### src/rtl/alu_pkg.sv
// ----------------------------------------------------------------------------
// alu_pkg
// Shared definitions for the ALU operation driver:
//   - operand / result / op-select widths
//   - op-select constants driven onto the ALU mux select input
//   - FSM state encoding of the command sequencer
// ----------------------------------------------------------------------------
package alu_pkg;

   localparam int A_W   = 4;                 // operand width
   localparam int Y_W   = 8;                 // result width
   localparam int OP_W  = 2;                 // op-select width
   localparam int CMD_W = OP_W + 2 * A_W;    // FIFO entry {op,a,b}

   localparam logic [OP_W-1:0] OP_CONC = 2'b00;  // {a,b}
   localparam logic [OP_W-1:0] OP_ADD  = 2'b01;  // a + b
   localparam logic [OP_W-1:0] OP_SHL  = 2'b10;  // a << b[1:0]
   localparam logic [OP_W-1:0] OP_MUL  = 2'b11;  // a * b

   typedef enum logic [1:0] {
      ST_IDLE   = 2'd0,
      ST_SETTLE = 2'd1,
      ST_RESP   = 2'd2
   } drv_state_e;

endpackage

### src/rtl/alu_cmd_fifo.sv
// ----------------------------------------------------------------------------
// alu_cmd_fifo
// Synchronous command FIFO holding {op,a,b} entries in strict arrival order.
// Pushes while full and pops while empty are ignored. Storage is not reset;
// only pointers and the occupancy count are.
//
// Ports:
//   clk      in   clock, rising edge
//   rst      in   synchronous active-high reset
//   i_push   in   push request (ignored when full)
//   i_pop    in   pop request (ignored when empty)
//   i_data   in   entry to push
//   o_data   out  entry at the head (valid when not empty)
//   o_full   out  FIFO holds DEPTH entries
//   o_empty  out  FIFO holds no entries
//   o_count  out  current occupancy
// ----------------------------------------------------------------------------
module alu_cmd_fifo
   import alu_pkg::*;
#(
   parameter int DEPTH = 4,
   parameter int W     = CMD_W
) (
   input  logic                     clk,
   input  logic                     rst,
   input  logic                     i_push,
   input  logic                     i_pop,
   input  logic [W-1:0]             i_data,
   output logic [W-1:0]             o_data,
   output logic                     o_full,
   output logic                     o_empty,
   output logic [$clog2(DEPTH):0]   o_count
);

   localparam int PTR_W = $clog2(DEPTH);
   localparam int CNT_W = PTR_W + 1;
   localparam logic [CNT_W-1:0] FULL_CNT = CNT_W'(DEPTH);

   logic [W-1:0]     r_mem [DEPTH];
   logic [PTR_W-1:0] r_wr_ptr;
   logic [PTR_W-1:0] r_rd_ptr;
   logic [CNT_W-1:0] r_count;
   logic             w_push;
   logic             w_pop;

   assign o_full  = (r_count == FULL_CNT);
   assign o_empty = (r_count == '0);
   assign o_count = r_count;
   assign o_data  = r_mem[r_rd_ptr];

   assign w_push = i_push && !o_full;
   assign w_pop  = i_pop && !o_empty;

   // Pointers wrap naturally because DEPTH is a power of two.
   always_ff @(posedge clk) begin
      if (rst) begin
         r_wr_ptr <= '0;
         r_rd_ptr <= '0;
         r_count  <= '0;
      end else begin
         if (w_push) r_wr_ptr <= r_wr_ptr + 1'b1;
         if (w_pop)  r_rd_ptr <= r_rd_ptr + 1'b1;
         case ({w_push, w_pop})
            2'b10:   r_count <= r_count + 1'b1;
            2'b01:   r_count <= r_count - 1'b1;
            default: r_count <= r_count;
         endcase
      end
   end

   always_ff @(posedge clk) begin
      if (w_push) r_mem[r_wr_ptr] <= i_data;
   end

endmodule

### src/rtl/alu_op_driver.sv
// ----------------------------------------------------------------------------
// alu_op_driver
// Command-side sequencer for the 4-bit ALU mux. Commands are queued in a
// FIFO, popped one at a time, driven onto alu_a/alu_b/alu_s, allowed to
// settle for SETTLE cycles, and the sampled alu_y is returned over the
// response handshake together with the op that produced it.
//
// Optional feature macro: ALU_DRV_CHECK_EN
//   defined   : an inline reference model checks alu_y at every capture and
//               sets the sticky err flag on a mismatch (cleared only by rst)
//   undefined : no model logic; err is tied to 0
//
// Ports:
//   clk        in   clock, rising edge
//   rst        in   synchronous active-high reset
//   cmd_valid  in   command present
//   cmd_ready  out  FIFO can accept a command (not full)
//   cmd_a      in   operand A
//   cmd_b      in   operand B
//   cmd_op     in   operation select
//   alu_a      out  to ALU a
//   alu_b      out  to ALU b
//   alu_s      out  to ALU S
//   alu_y      in   from ALU Y
//   rsp_valid  out  result held
//   rsp_ready  in   consumer accepts result
//   rsp_y      out  captured result
//   rsp_op     out  op that produced rsp_y
//   busy       out  FIFO non-empty or sequencer not idle
//   err        out  sticky result-mismatch flag
// ----------------------------------------------------------------------------
module alu_op_driver
   import alu_pkg::*;
#(
   parameter int DEPTH  = 4,
   parameter int SETTLE = 1
) (
   input  logic             clk,
   input  logic             rst,
   input  logic             cmd_valid,
   output logic             cmd_ready,
   input  logic [A_W-1:0]   cmd_a,
   input  logic [A_W-1:0]   cmd_b,
   input  logic [OP_W-1:0]  cmd_op,
   output logic [A_W-1:0]   alu_a,
   output logic [A_W-1:0]   alu_b,
   output logic [OP_W-1:0]  alu_s,
   input  logic [Y_W-1:0]   alu_y,
   output logic             rsp_valid,
   input  logic             rsp_ready,
   output logic [Y_W-1:0]   rsp_y,
   output logic [OP_W-1:0]  rsp_op,
   output logic             busy,
   output logic             err
);

   localparam int CNT_W = $clog2(SETTLE + 1);

   drv_state_e             r_state;
   drv_state_e             w_next;
   logic                   w_pop;
   logic                   w_cap;
   logic                   w_rsp_done;
   logic [CMD_W-1:0]       w_fifo_data;
   logic                   w_full;
   logic                   w_empty;
   logic [$clog2(DEPTH):0] w_count;
   logic [CNT_W-1:0]       r_cnt;
   logic [A_W-1:0]         r_alu_a;
   logic [A_W-1:0]         r_alu_b;
   logic [OP_W-1:0]        r_alu_s;
   logic                   r_rsp_valid;
   logic [Y_W-1:0]         r_rsp_y;
   logic [OP_W-1:0]        r_rsp_op;

   alu_cmd_fifo #(
      .DEPTH (DEPTH),
      .W     (CMD_W)
   ) u_fifo (
      .clk     (clk),
      .rst     (rst),
      .i_push  (cmd_valid),
      .i_pop   (w_pop),
      .i_data  ({cmd_op, cmd_a, cmd_b}),
      .o_data  (w_fifo_data),
      .o_full  (w_full),
      .o_empty (w_empty),
      .o_count (w_count)
   );

   assign cmd_ready = !w_full;
   assign busy      = (w_count != '0) || (r_state != ST_IDLE);
   assign alu_a     = r_alu_a;
   assign alu_b     = r_alu_b;
   assign alu_s     = r_alu_s;
   assign rsp_valid = r_rsp_valid;
   assign rsp_y     = r_rsp_y;
   assign rsp_op    = r_rsp_op;

   // Next-state and per-edge strobes. The settle counter is loaded with
   // SETTLE on a pop, so capture happens on the edge where it steps 1 -> 0.
   always_comb begin
      w_next     = r_state;
      w_pop      = 1'b0;
      w_cap      = 1'b0;
      w_rsp_done = 1'b0;
      case (r_state)
         ST_IDLE: begin
            if (!w_empty) begin
               w_pop  = 1'b1;
               w_next = ST_SETTLE;
            end
         end
         ST_SETTLE: begin
            if (r_cnt == CNT_W'(1)) begin
               w_cap  = 1'b1;
               w_next = ST_RESP;
            end
         end
         ST_RESP: begin
            if (rsp_ready) begin
               w_rsp_done = 1'b1;
               if (!w_empty) begin
                  w_pop  = 1'b1;
                  w_next = ST_SETTLE;
               end else begin
                  w_next = ST_IDLE;
               end
            end
         end
         default: w_next = ST_IDLE;
      endcase
   end

   always_ff @(posedge clk) begin
      if (rst) begin
         r_state     <= ST_IDLE;
         r_cnt       <= '0;
         r_alu_a     <= '0;
         r_alu_b     <= '0;
         r_alu_s     <= '0;
         r_rsp_valid <= 1'b0;
         r_rsp_y     <= '0;
         r_rsp_op    <= '0;
      end else begin
         r_state <= w_next;
         if (w_pop) begin
            r_alu_s <= w_fifo_data[CMD_W-1 -: OP_W];
            r_alu_a <= w_fifo_data[2*A_W-1 -: A_W];
            r_alu_b <= w_fifo_data[A_W-1:0];
            r_cnt   <= CNT_W'(SETTLE);
         end else if (r_state == ST_SETTLE) begin
            r_cnt <= r_cnt - CNT_W'(1);
         end
         if (w_cap) begin
            r_rsp_valid <= 1'b1;
            r_rsp_y     <= alu_y;
            r_rsp_op    <= r_alu_s;
         end else if (w_rsp_done) begin
            r_rsp_valid <= 1'b0;
         end
      end
   end

`ifdef ALU_DRV_CHECK_EN
   logic r_err;

   function automatic logic [Y_W-1:0] f_alu_ref(input logic [A_W-1:0]  a,
                                                input logic [A_W-1:0]  b,
                                                input logic [OP_W-1:0] s);
      logic [Y_W-1:0] ea;
      logic [Y_W-1:0] eb;
      ea = {{(Y_W-A_W){1'b0}}, a};
      eb = {{(Y_W-A_W){1'b0}}, b};
      case (s)
         OP_CONC: f_alu_ref = {a, b};
         OP_ADD:  f_alu_ref = ea + eb;
         OP_SHL:  f_alu_ref = ea << b[1:0];
         default: f_alu_ref = ea * eb;
      endcase
   endfunction

   // Sticky: once set, only rst clears it.
   always_ff @(posedge clk) begin
      if (rst) begin
         r_err <= 1'b0;
      end else if (w_cap && (alu_y != f_alu_ref(r_alu_a, r_alu_b, r_alu_s))) begin
         r_err <= 1'b1;
      end
   end

   assign err = r_err;
`else
   assign err = 1'b0;
`endif

endmodule

### config.mk
export PLATFORM = sky130hd
export DESIGN_NAME = alu_op_driver
export DESIGN_NICKNAME = d
export VERILOG_FILES = /design/src/rtl/alu_pkg.sv /design/src/rtl/alu_cmd_fifo.sv /design/src/rtl/alu_op_driver.sv
export SDC_FILE = /design/constraint.sdc
export NUM_CORES = 1
export LEC_CHECK = 0
export BUFFER_PORTS_ARGS = -buffer_cell sky130_fd_sc_hd__buf_2
export CORE_UTILIZATION = 49
export DETAILED_ROUTE_END_ITERATION = 8
export PLACE_DENSITY = 0.73
export SYNTH_ARGS = -nofsm -noshare
export SYNTH_HDL_FRONTEND = slang
export SYNTH_SLANG_ARGS = --single-unit
### constraint.sdc
create_clock -name clk -period 2.45 [get_ports clk]
set_clock_uncertainty 0.1 [all_clocks]
set_input_delay 0.3675 -clock clk [delete_from_list [all_inputs] [get_ports clk]]
set_output_delay 0.3675 -clock clk [all_outputs]
set_load 0.005 [all_outputs]
==> flow_results.xml <==
<?xml version="1.0" encoding="UTF-8"?>
<metrics>
  <group name="synthesis">
    <metric name="synth_top_area_share" unit="">0.4152</metric>
    <metric name="yosysMostFrequentCell" unit="">sky130_fd_sc_hd__edfxtp_1</metric>
    <metric name="main_area_contributors_after_synthesis" unit="">sky130_fd_sc_hd__edfxtp_1 42%, sky130_fd_sc_hd__dfxtp_1 21%, sky130_fd_sc_hd__mux4_2 5.4%</metric>
    <metric name="cell_area_after_synthesis" unit="µm²">2893</metric>
    <metric name="postSynth.topFlopCell" unit="">sky130_fd_sc_hd__edfxtp_1</metric>
    <metric name="synth_area_per_cell" unit="µm²">14.04</metric>
    <metric name="synth_seq_area_share" unit="">0.6298</metric>
    <metric name="ys_seq_elements" unit="">71</metric>
    <metric name="synth_largest_area_cell" unit="">sky130_fd_sc_hd__edfxtp_1</metric>
    <metric name="synth_cells" unit="">206</metric>
    <metric name="synth.net_count" unit="">234</metric>
    <metric name="synthesis_warnings" unit="">0</metric>
    <metric name="asyncSetResetFlopFracSynth" unit="">0</metric>
    <metric name="synth-edff-count" unit="">40</metric>
    <metric name="synth_common_cells" unit="">40 x sky130_fd_sc_hd__edfxtp_1, 31 x sky130_fd_sc_hd__dfxtp_1, 17 x sky130_fd_sc_hd__a21oi_1</metric>
    <metric name="yosys.cell_types.count" unit="">37</metric>
  </group>
  <group name="critical_path">
    <metric name="reg2reg_setup_slack" unit="ns">0.16</metric>
    <metric name="critical_path_peak_fanout" unit="">5</metric>
    <metric name="critical_path.startpoint_type" unit="">flop</metric>
    <metric name="endpoint" unit="">u_fifo.o_count[2]</metric>
    <metric name="crit-reg2reg-capture" unit="">u_fifo.o_count[2]</metric>
    <metric name="critPathArrivalTime" unit="ns">2.45</metric>
    <metric name="critical_path_required" unit="ns">2.61</metric>
    <metric name="critical_path.startpoint" unit="">u_fifo.o_count[0]</metric>
    <metric name="worstSetupPathType" unit="">flop to flop</metric>
    <metric name="timing.reg2reg.worst_path_depth" unit="">8</metric>
    <metric name="worstSetupEndpointType" unit="">flop</metric>
    <metric name="critical_path.reg2reg.startpoint" unit="">u_fifo.o_count[0]</metric>
  </group>
  <group name="global_route">
    <metric name="grt_pass1_wl" unit="mm">8.148</metric>
    <metric name="gr-usage-all-layers" unit="">0.1760</metric>
    <metric name="first_global_vias" unit="">1675</metric>
    <metric name="pin_count_of_the_biggest_net_entering_global_routing" unit="">21</metric>
    <metric name="antenna_found_initial" unit="">0</metric>
    <metric name="globalRoute.totalOverflow" unit="">0</metric>
  </group>
  <group name="floorplan">
    <metric name="dieHeight" unit="µm">78.84</metric>
    <metric name="core_region_area" unit="µm²">5608</metric>
    <metric name="design.portCount" unit="">46</metric>
    <metric name="die_area" unit="µm²">6215</metric>
    <metric name="die_w" unit="µm">78.84</metric>
    <metric name="number_of_cell_rows" unit="">27</metric>
    <metric name="initial_utilization" unit="">0.5158</metric>
  </group>
  <group name="place">
    <metric name="placed_cells_incl_taps" unit="">313</metric>
    <metric name="port_buffers" unit="">44</metric>
    <metric name="gp_routability_congestion" unit="">0.7059</metric>
    <metric name="dpl.hpwl" unit="mm">3.257</metric>
  </group>
  <group name="timing">
    <metric name="fin_crit_sh" unit="">0.9337</metric>
    <metric name="minimum_clock_period_after_layout" unit="ns">2.288</metric>
    <metric name="unrepaired_setup_endpoints_after_global_routing" unit="">no</metric>
    <metric name="number_of_endpoints_failing_setup_at_the_final_stage" unit="">0</metric>
    <metric name="finalMaxSlewViolations" unit="">0</metric>
    <metric name="finalHoldViolations" unit="">0</metric>
    <metric name="maxSlewHeadroom" unit="">0.5297</metric>
    <metric name="setup-tns-final" unit="ns">0</metric>
    <metric name="tightestPinTransition" unit="ns">0.7045</metric>
    <metric name="clock.fmax" unit="GHz">0.4372</metric>
  </group>
  <group name="route">
    <metric name="drc" unit="">0</metric>
    <metric name="drt_pre_antenna_iters" unit="">4</metric>
    <metric name="drt-initial-drc-count" unit="">153</metric>
    <metric name="routed_wirelength" unit="mm">4.993</metric>
    <metric name="vias_per_cell" unit="">5.416</metric>
    <metric name="route.antenna.remaining_nets" unit="">0</metric>
    <metric name="dr_total_vias" unit="">1782</metric>
    <metric name="post_drt_wl_per_cell" unit="µm">15.18</metric>
  </group>
  <group name="hold_path">
    <metric name="timing.hold.worst.class" unit="">input pin to flop</metric>
  </group>
  <group name="power">
    <metric name="power.density" unit="nW/µm²">1089</metric>
    <metric name="power_leakage" unit="nW">1.363</metric>
    <metric name="p_total" unit="mW">3.643</metric>
    <metric name="ir_drop" unit="V">0.0004686</metric>
  </group>
  <group name="cells_and_area">
    <metric name="layout-drive-gt1-share" unit="">0.2957</metric>
    <metric name="area_growth" unit="%">15.61</metric>
    <metric name="layout.cells.non_filler" unit="">329</metric>
    <metric name="final_net_count" unit="">280</metric>
    <metric name="fin_util" unit="">0.5964</metric>
    <metric name="nFillCells" unit="">461</metric>
    <metric name="num_antenna_cells" unit="">0</metric>
  </group>
  <group name="clock_network">
    <metric name="clockBufferDepth" unit="">2</metric>
    <metric name="postCtsHoldBufs" unit="">0</metric>
    <metric name="clock_insertion_delay_worst_skew" unit="ns">0.33</metric>
    <metric name="postCtsSetupBuffers" unit="">0</metric>
    <metric name="tritoncts" unit="">done</metric>
    <metric name="post_cts_resize_count" unit="">0</metric>
    <metric name="clkTransAtPathRegs" unit="ns">0.08</metric>
    <metric name="count_of_h_tree_levels_built_during_cts" unit="">3</metric>
    <metric name="clkSinkCount" unit="">71</metric>
    <metric name="tritoncts.num_buffers" unit="">9</metric>
    <metric name="cts_root_buffer" unit="">sky130_fd_sc_hd__clkbuf_8</metric>
  </group>
  <group name="outcome">
    <metric name="run_status" unit="">complete, no violations</metric>
  </group>
  <group name="run">
    <metric name="cap_viol_max_count" unit="">0</metric>
  </group>
</metrics>
[kinds of logic after synthesis]
logic type	Yosys count	synth area share
fa+ha+maj	6	0.02855
simple gates	47	0.08737
mux	22	0.1237
compound gates	35	0.07526
xor+xnor	3	0.009085
other cells	1	0.001296
buf+inv	21	0.04498
flops	71	0.6298
[cell usage in the layout, fill, tap and decap left out, types with 3 or more instances in the layout]
cell type and n:
sky130_fd_sc_hd__o31ai_1 11, sky130_fd_sc_hd__a21oi_1 17, sky130_fd_sc_hd__ha_1 5, sky130_fd_sc_hd__or3_1 3
sky130_fd_sc_hd__clkbuf_8 9, sky130_fd_sc_hd__edfxtp_1 40, sky130_fd_sc_hd__nand3_1 4, sky130_fd_sc_hd__mux4_1 3
sky130_fd_sc_hd__buf_4 8, sky130_fd_sc_hd__buf_2 44, sky130_fd_sc_hd__nor2_1 15, sky130_fd_sc_hd__dfxtp_1 31
sky130_fd_sc_hd__mux4_2 7, sky130_fd_sc_hd__mux2i_1 11, sky130_fd_sc_hd__and3_1 4, sky130_fd_sc_hd__nand4_1 11
sky130_fd_sc_hd__nor2b_1 3, sky130_fd_sc_hd__inv_1 4
[how the worst min path moves through the flow]
| stage | start | endpoint | slack, ns | cells after the start |
|---|---|---|---|---|
| after global routing | cmd_b[3] | u_fifo.r_mem[2][3] | 0.13 | 1 |
| final | cmd_op[1] | u_fifo.r_mem[3][9] | 0.14 | 1 |
| after CTS | cmd_op[1] | u_fifo.r_mem[3][9] | 0.13 | 1 |
| after floorplan | alu_a[0] | alu_a[0] | 0.36 | 2 |
| after global placement | alu_b[1] | alu_b[1] | 0.35 | 2 |
| after detailed placement | alu_a[1] | alu_a[1] | 0.36 | 2 |
[worst max-delay path, stage by stage (launching register included)]
cell and delay, ns:
sky130_fd_sc_hd__dfxtp_1 0.36, sky130_fd_sc_hd__or3_1 0.37, sky130_fd_sc_hd__nand3_1 0.12, sky130_fd_sc_hd__inv_1 0.05, sky130_fd_sc_hd__ha_1 0.23, sky130_fd_sc_hd__fa_1 0.38
sky130_fd_sc_hd__xnor2_1 0.15, sky130_fd_sc_hd__or3_1 0.31, sky130_fd_sc_hd__a21oi_1 0.14
[per-stage QoR]
step / setup WS, ns / hold slack [ns] / cell area, µm²
3_3_place_gp: 0.2409 / 0.3533 / 3148
6_report: 0.1625 / 0.1419 / 3344
4_1_cts: 0.1551 / 0.1343 / 3344
3_5_place_dp: 0.1817 / 0.3580 / 3148
5_1_grt: 0.007331 / 0.1328 / 3344
2_1_floorplan: 0.1867 / 0.3646 / 2893
[flip-flops by register name (all words and copies together) (netlist names)]
signal / flops
u_fifo.r_mem: 40
rsp_y: 8
alu_a: 4
alu_b: 4
u_fifo.o_count: 3
alu_s: 2
r_state: 2
rsp_op: 2
u_fifo.r_rd_ptr: 2
u_fifo.r_wr_ptr: 2
r_cnt: 1
rsp_valid: 1
[cell type report]
type	count	area, µm²	area share
clock buffer	9	123.9	0.03704
clock inverter	7	72.57	0.02170
inverter	4	15.01	0.004489
multi-input combinational	114	940.9	0.2813
sequential	71	1822	0.5447
tap	72	90.09	0.02694
timing repair buffer	52	280.3	0.08380
[metal layers]
metal,global-route usage,wire [µm]
met5,0,0
met4,0.08182,51
met3,0.05287,340
met2,0.2652,2307
met1,0.2339,2294
[where the power goes]
group / leakage [nW] / switching, mW / internal (mW) / total [mW]
Sequential: 0.620 / 0.157 / 1.48 / 1.64
Combinational: 0.646 / 0.552 / 0.536 / 1.09
Clock: 0.0972 / 0.446 / 0.472 / 0.918
Total: 1.36 / 1.16 / 2.49 / 3.64
Power figures use the tool's default switching activity.
